## config.mk

```make
export PLATFORM = sky130hd
export DESIGN_NAME = dram_arbiter
export DESIGN_NICKNAME = d
export VERILOG_FILES = /design/src/rtl/dram_arbiter_pkg.sv /design/src/rtl/dram_arb_starve.sv /design/src/rtl/dram_arbiter.sv
export SDC_FILE = /design/constraint.sdc
export NUM_CORES = 1
export LEC_CHECK = 0
export ABC_AREA = 1
export CELL_PAD_IN_SITES_DETAIL_PLACEMENT = 1
export CELL_PAD_IN_SITES_GLOBAL_PLACEMENT = 1
export CORE_ASPECT_RATIO = 0.5
export CORE_MARGIN = 2
export CORE_UTILIZATION = 11
export DETAILED_ROUTE_END_ITERATION = 12
export HOLD_SLACK_MARGIN = 0.15
export PLACE_DENSITY = 0.93
export SYNTH_ARGS = -nofsm -noshare
export SYNTH_HDL_FRONTEND = slang
export SYNTH_HIERARCHICAL = 1
export SYNTH_SLANG_ARGS = --single-unit
```

## constraint.sdc

```tcl
create_clock -name clk -period 3.3 [get_ports clk]
set_input_delay 0.33 -clock clk [delete_from_list [all_inputs] [get_ports clk]]
set_output_delay 0.33 -clock clk [all_outputs]
set_load 0.01 [all_outputs]
```

## src/rtl/dram_arbiter_pkg.sv

```systemverilog
// Shared constants and helpers for the two-master data RAM arbiter.
// Master 0 is the CPU load/store unit and master 1 is the CNN accelerator.
package dram_arbiter_pkg;

  localparam logic MST_CPU        = 1'b0;
  localparam logic MST_CNN        = 1'b1;
  localparam int   STARVE_MAX_DEF = 4;

  // An all-zero byte strobe marks the access as a read.
  function automatic logic is_read(input logic [3:0] we);
    return (we == 4'b0000);
  endfunction

endpackage

```

## src/rtl/dram_arb_starve.sv

```systemverilog
// CNN starvation counter. It raises force_m1 after STARVE_MAX denied
// request cycles in a row, so the next grant goes to the CNN.
module dram_arb_starve
  import dram_arbiter_pkg::*;
#(
  parameter int STARVE_MAX = STARVE_MAX_DEF
) (
  input  logic       clk,
  input  logic       rst,
  input  logic       m1_req,
  input  logic       m1_gnt,
  output logic [3:0] starve_cnt,
  output logic       force_m1
);

  localparam logic [3:0] CNT_MAX = 4'(STARVE_MAX);

  always_ff @(posedge clk or negedge rst) begin
    if (!rst) begin
      starve_cnt <= '0;
    end else if (!m1_req || m1_gnt) begin
      starve_cnt <= '0;
    end else if (starve_cnt != CNT_MAX) begin
      starve_cnt <= starve_cnt + 4'd1;
    end
  end

  assign force_m1 = (starve_cnt == CNT_MAX);

endmodule

```

## src/rtl/dram_arbiter.sv

```systemverilog
// Fixed-priority arbiter for the CPU and the CNN in front of the byte-lane
// data RAM. It also steers each one-cycle-late read response to its issuer.
module dram_arbiter
  import dram_arbiter_pkg::*;
#(
  parameter int STARVE_MAX = STARVE_MAX_DEF,
  parameter int AW         = 32,
  parameter int DW         = 32
) (
  input  logic          clk,
  input  logic          rst,
  input  logic          m0_req,
  input  logic [3:0]    m0_we,
  input  logic [AW-1:0] m0_addr,
  input  logic [DW-1:0] m0_wdata,
  output logic          m0_gnt,
  output logic          m0_rvalid,
  output logic [DW-1:0] m0_rdata,
  input  logic          m1_req,
  input  logic [3:0]    m1_we,
  input  logic [AW-1:0] m1_addr,
  input  logic [DW-1:0] m1_wdata,
  output logic          m1_gnt,
  output logic          m1_rvalid,
  output logic [DW-1:0] m1_rdata,
  output logic          ram_en,
  output logic [3:0]    ram_wen,
  output logic          ram_ren,
  output logic [AW-1:0] ram_w_addr,
  output logic [AW-1:0] ram_r_addr,
  output logic [DW-1:0] ram_w_data,
  input  logic [DW-1:0] ram_r_data
);

  logic [3:0] starve_cnt;
  logic       force_m1;
  logic       rsp_valid;
  logic       rsp_sel;

  dram_arb_starve #(.STARVE_MAX(STARVE_MAX)) u_starve (
    .clk        (clk),
    .rst        (rst),
    .m1_req     (m1_req),
    .m1_gnt     (m1_gnt),
    .starve_cnt (starve_cnt),
    .force_m1   (force_m1)
  );

  // Grants are gated by reset so that nothing reaches the RAM while the
  // response flops are being held clear.
  assign m0_gnt = rst & m0_req & ~force_m1;
  assign m1_gnt = rst & m1_req & (force_m1 | ~m0_req);

  always_comb begin
    ram_en     = 1'b0;
    ram_wen    = 4'b0000;
    ram_ren    = 1'b0;
    ram_w_addr = '0;
    ram_w_data = '0;
    if (m0_gnt) begin
      ram_en     = 1'b1;
      ram_wen    = m0_we;
      ram_ren    = is_read(m0_we);
      ram_w_addr = m0_addr;
      ram_w_data = m0_wdata;
    end else if (m1_gnt) begin
      ram_en     = 1'b1;
      ram_wen    = m1_we;
      ram_ren    = is_read(m1_we);
      ram_w_addr = m1_addr;
      ram_w_data = m1_wdata;
    end
  end

  assign ram_r_addr = ram_w_addr;

  always_ff @(posedge clk or negedge rst) begin
    if (!rst) begin
      rsp_valid <= 1'b0;
      rsp_sel   <= MST_CPU;
    end else begin
      rsp_valid <= ram_ren;
      rsp_sel   <= m1_gnt ? MST_CNN : MST_CPU;
    end
  end

  assign m0_rvalid = rsp_valid & (rsp_sel == MST_CPU);
  assign m1_rvalid = rsp_valid & (rsp_sel == MST_CNN);
  assign m0_rdata  = m0_rvalid ? ram_r_data : '0;
  assign m1_rdata  = m1_rvalid ? ram_r_data : '0;

endmodule
```

==> flow_metrics.tcl, run 1 <==
set metrics [dict create \
    setup_tns_ns 0 \
    cp-start-kind "register" \
    syn2layout_area_growth_pct 184 \
    worstPathMaxFanout 11 \
    synth_fp_nets 582 \
    tightest_slew_ns 0.695 \
    initial_utilization 0.114 \
    p_leak_nw 2.45 \
    ir_drop_mv 0.171 \
    cts_tree "done" \
    cp_num_buf_inv 4 \
    dr.first_iter.drc_count 93 \
    max-cap-violations 0 \
    ios 342 \
    route.final.wire_length_um 13400 \
    htreeDepth 1 \
    r2r_setup_slack_ns 1.39 \
    cpMostUsedCell "nand2_1" \
    cts_resized 0 \
    combPwrFrac 0.683 \
    final_common_cell "clkdlybuf4s50_1" \
    fillCellCount 2106 \
    place.gp.congestion 0.882 \
    grt_max_degree 37 \
    period_minus_slack_ns 3.02 \
    die-width_um 190 \
    drive_above_1_share 0.0255 \
    yosysSeqAreaShare 0.0791 \
    numCtsBuffers 3 \
    drcViolationCount 0 \
    dr.pass1.iters 4 \
    p_int_uw 609 \
    critPathTopFamily "buffers and inverters" \
    grt.overflow.total 0 \
    r2r-end "rsp_valid$_DFF_PN0_" \
    grt_pass1_vias 3846 \
    ys_ff_latch 6 \
    io_buffers 341 \
    via_per_inst 3.72 \
    skew_ns 0.00164 \
    num_rows 33 \
    holdBufCountCts 0 \
    required_ns 2.97 \
    drv_slew 0 \
    clock-sinks 6 \
    ant_nets 0 \
    clk_path_buf_depth 2 \
    yosysTopAreaCellShare 0.421 \
    cp_cell_sequence "inv_1 -> ha_1 -> nand2_2 -> nor2_4 -> inv_2 -> a21oi_4 -> buf_4 -> nand2_1 -> nand2_1 -> clkdlybuf4s50_1" \
    clk_latency_ns 0.23 \
    avgSynthCellArea_um2 4.65 \
    power_frac_seq 0.099 \
    final_net_count 883 \
    grt_setup_unrepaired "no" \
    synth_area_leaders "nand2_1 (42%), buf_4 (15%), nor2_1 (13%), inv_1 (8.7%), dfrtp_1 (7.9%)" \
    period_share 0.916 \
    n_antenna_cell 0 \
    worstPathArrival_ns 2.69 \
    setup_violations 0 \
    min_path_type "in -> async" \
    ys.warnings.count 6 \
    wl_per_cell_um 14.3 \
    coreArea_um2 16600 \
    r2r_cells 9 \
    slowest_delay_ns 0.58 \
    final_cell_mix "clkdlybuf4s50_1 (341), nand2_1 (213), nor2_1 (68)" \
    syn_inst 408 \
    grt_pass1_wl_um 20500 \
    p_per_area_nw_per_um2 167 \
    hold_violations 0 \
    fp.dieH_um 96.9 \
    max_freq_mhz 331 \
    p_clk_frac 0.218 \
    cts_setup_buffers 0 \
    slowest_stage "clkdlybuf4s50_1" \
    relSlewSlack 0.537 \
    antenna_found_initial 0 \
    r2r-start "u_starve/starve_cnt[0]$_DFFE_PN0P_" \
    power.share.switching 0.321 \
    clockRootBuffer "clkbuf_16" \
    dieArea_um2 18400 \
    hpwl_um 11700 \
    dpl-instance-area_um2 5310 \
    worst_setup_path_end_kind "primary output" \
    grtUsageTotal 0.140 \
    netlist_area_um2 1900 \
    clk_pin_slew_ns 0.03 \
    switching_power_uw 288 \
    yosys.area.top_type "nand2_1" \
    critPathLaunch "u_starve/starve_cnt[0]$_DFFE_PN0P_" \
    status "completed" \
    ys_types 19 \
    crit_type "reg -> out" \
    vias 3474 \
    design_area_um2 5380 \
]
cell families (layout without fill, tap and decap cells):
group                      count (synthesis)  count (layout)  synth area share
adders and majority gates                  2               2            0.0132
AOI/OAI and AO/OA                          6               6            0.0178
DFF                                        6               6            0.0791
buffers and inverters                     98             397             0.285
and+or+nand+nor                          296             296             0.605
cells in the mapped netlist:
master    count
a21oi_2       1
buf_2         9
buf_4        37
buf_6         3
clkbuf_1      4
dfrtp_1       6
ha_1          2
inv_1        44
inv_2         1
nand2_1     213
nand2_2       1
nand3_1       8
nand4_1       1
nor2_1       68
nor2_2        1
nor2_4        2
o21ai_0       5
or2_0         1
or2_2         1
metrics by stage:
step | setup slack, ns | instances | utilization | hold WS (ns) | power, mW
4_1_cts | 0.252 | 934 | 0.324 | 0.445 | 0.907
5_1_grt | 0.0662 | 934 | 0.324 | 0.469 | 0.957
6_report | 0.278 | 934 | 0.324 | 0.442 | 0.897
3_5_place_dp | 0.498 | 931 | 0.319 | 0.600 | 0.705
2_1_floorplan | 1.33 | 408 | - | 0.0344 | 0.302
3_3_place_gp | 0.611 | 931 | 0.319 | 0.559 | 0.685
area by class of cell:
type,instances,area (um^2),share of cell area
multi-input combinational,304,1220,0.227
clock buffer,3,75.1,0.0139
tap,227,284,0.0528
inverter,45,169,0.0314
timing repair buffer,349,3490,0.647
sequential,6,150,0.0279
per-layer routing:
metal | routed length (um) | track usage
met5 | 0 | 0
met2 | 7610 | 0.289
met1 | 5050 | 0.147
met4 | 254 | 0.0405
met3 | 470 | 0.0174
worst max-delay path by stage:
stage,to,cells after the start
6_report,ram_w_addr[13],10
5_1_grt,ram_w_addr[6],10
4_1_cts,ram_w_addr[13],10
3_5_place_dp,ram_w_addr[13],10
3_3_place_gp,ram_w_addr[6],10
2_1_floorplan,ram_w_addr[0],11
flip-flops by register name (all words and copies together) (netlist names):
register and cells:
u_starve/starve_cnt 4, rsp_sel 1, rsp_valid 1
power groups by stage:
stage / Clock, mW / Combinational [mW] / Sequential [mW]
after floorplan: 0 / 0.215 / 0.0872
after global placement: 0 / 0.597 / 0.0880
after detailed placement: 0 / 0.615 / 0.0899
after CTS: 0.200 / 0.618 / 0.0889
after global routing: 0.208 / 0.659 / 0.0903
final: 0.196 / 0.612 / 0.0888
Power figures use the tool's default switching activity.
==> inputs of run 2 (changes only) <==
--- a/config.mk
+++ b/config.mk
@@ -14,6 +14,7 @@
 export DETAILED_ROUTE_END_ITERATION = 12
 export HOLD_SLACK_MARGIN = 0.15
 export PLACE_DENSITY = 0.93
+export RECOVER_POWER = 100
 export SYNTH_ARGS = -nofsm -noshare
 export SYNTH_HDL_FRONTEND = slang
 export SYNTH_HIERARCHICAL = 1
==> flow_metrics.tcl, run 2 (same netlist as run 1, synthesis figures left out) <==
set metrics [dict create \
    clockRootBuffer "clkbuf_16" \
    hold_slack_ns 0.576 \
    via_per_inst 3.72 \
    ios 342 \
    coreArea_um2 16600 \
    ir_drop_mv 0.170 \
    die-width_um 190 \
    critPathLaunch "u_starve/starve_cnt[0]$_DFFE_PN0P_" \
    grt_max_degree 37 \
    worstPathMaxFanout 36 \
    period_share 0.935 \
    grt_pass1_vias 3846 \
    crit_type "reg -> out" \
    cts_setup_buffers 0 \
    period_minus_slack_ns 3.09 \
    worst_setup_path_end_kind "primary output" \
    top_regs "u_starve/starve_cnt x4, rsp_sel x1, rsp_valid x1" \
    max_freq_mhz 324 \
    p_total_uw 857 \
    wl_per_cell_um 14.3 \
    clock-sinks 6 \
    grt_pass1_wl_um 20500 \
    dp.cells 931 \
    route.final.wire_length_um 13400 \
    drive_above_1_share 0.0170 \
    clk_path_buf_depth 2 \
    final_net_count 883 \
    initial_utilization 0.114 \
    status "completed" \
    ant_nets 0 \
    top_register "u_starve/starve_cnt" \
    place.gp.congestion 0.882 \
    clk_pin_slew_ns 0.03 \
    syn2layout_area_growth_pct 182 \
    min_path_type "in -> async" \
    r2r-start "u_starve/starve_cnt[0]$_DFFE_PN0P_" \
    hpwl_um 11700 \
    setup_violations 0 \
    drcViolationCount 0 \
    numCtsBuffers 3 \
    fp.dieH_um 96.9 \
    worstPathArrival_ns 2.76 \
    antenna_found_initial 0 \
    hold_violations 0 \
    num_rows 33 \
    grtUsageTotal 0.140 \
    grt.overflow.total 0 \
    setup_tns_ns 0 \
    max-cap-violations 0 \
    tightest_slew_ns 1.23 \
    dr.first_iter.drc_count 81 \
    stdcell_count 934 \
    largest_register_ff_count 4 \
    holdBufCountCts 0 \
    cp-start-kind "register" \
    dr.pass1.iters 4 \
    clk_latency_ns 0.23 \
    dieArea_um2 18400 \
    relSlewSlack 0.177 \
    required_ns 2.97 \
    cts_tree "done" \
    vias 3470 \
    final_cell_mix "nand2_1 (214), clkdlybuf4s50_1 (183), dlygate4sd3_1 (158)" \
    htreeDepth 1 \
    drv_slew 0 \
    io_buffers 341 \
    n_antenna_cell 0 \
    p_per_area_nw_per_um2 160 \
    final_common_cell "nand2_1" \
    r2r_cells 9 \
    p_leak_nw 2.89 \
    grt_setup_unrepaired "no" \
    cts_resized 0 \
    skew_ns 0.00189 \
]
[run 2: cell types whose count changed in the layout (fill, tap and decap cells not counted), moves of 2 or more]
cell / before / now
clkdlybuf4s50_1: 341 / 183
dlygate4sd3_1: 0 / 158
buf_4: 7 / 3
clkbuf_2: 0 / 2
clkbuf_1: 0 / 2
[run 2: path summary, 6_finish.rpt]
kind                                                      end  slack, ns
setup / recovery                                   ram_wen[0]       0.21
hold / removal             u_starve/starve_cnt[3]$_DFFE_PN0P_       0.58
setup reg to reg           u_starve/starve_cnt[0]$_DFFE_PN0P_       1.32
hold reg to reg            u_starve/starve_cnt[1]$_DFFE_PN0P_       0.61
max in group asynchronous                   rsp_sel$_DFF_PN0_       2.48
min in group clk           u_starve/starve_cnt[1]$_DFFE_PN0P_       0.61
[run 2: critical path, stage by stage (launching register included)]
cell,delay (ns)
dfrtp_1,0.42
inv_1,0.09
ha_1,0.22
nand2_1,0.11
nor2_4,0.07
nor2_4,0.11
clkbuf_2,0.58
nand2_1,0.13
o21ai_0,0.14
dlygate4sd3_1,0.66
[run 2: layer usage]
metal	routed length, um	global-route usage	vias to the layer above
li1	-	-	1747
met1	4980	0.147	1612
met2	7570	0.289	91
met3	518	0.0174	20
met4	277	0.0405	0
met5	0	0	-
[run 2: area by class of cell]
cell class	count	area, um^2
well taps	227	284
inverters	45	169
repair buffers	349	3470
clock buffers	3	75.1
multi-input cells	304	1210
fillers	2108	11300
flip-flops and latches	6	150
[run 2: per-stage QoR]
| stage | setup slack [ns] | instance area [um^2] | utilization |
|---|---|---|---|
| floorplan | 1.33 | 1900 | - |
| global placement | 0.611 | 5310 | 0.319 |
| detailed placement | 0.498 | 5310 | 0.319 |
| CTS | 0.252 | 5380 | 0.324 |
| global route | 0.0337 | 5360 | 0.322 |
| finish | 0.214 | 5360 | 0.322 |
[run 2: where the power goes]
part	internal [mW]	switching [mW]	total, mW
Sequential	0.0802	0.00842	0.0886
Clock	0.155	0.0399	0.195
Combinational	0.340	0.233	0.573
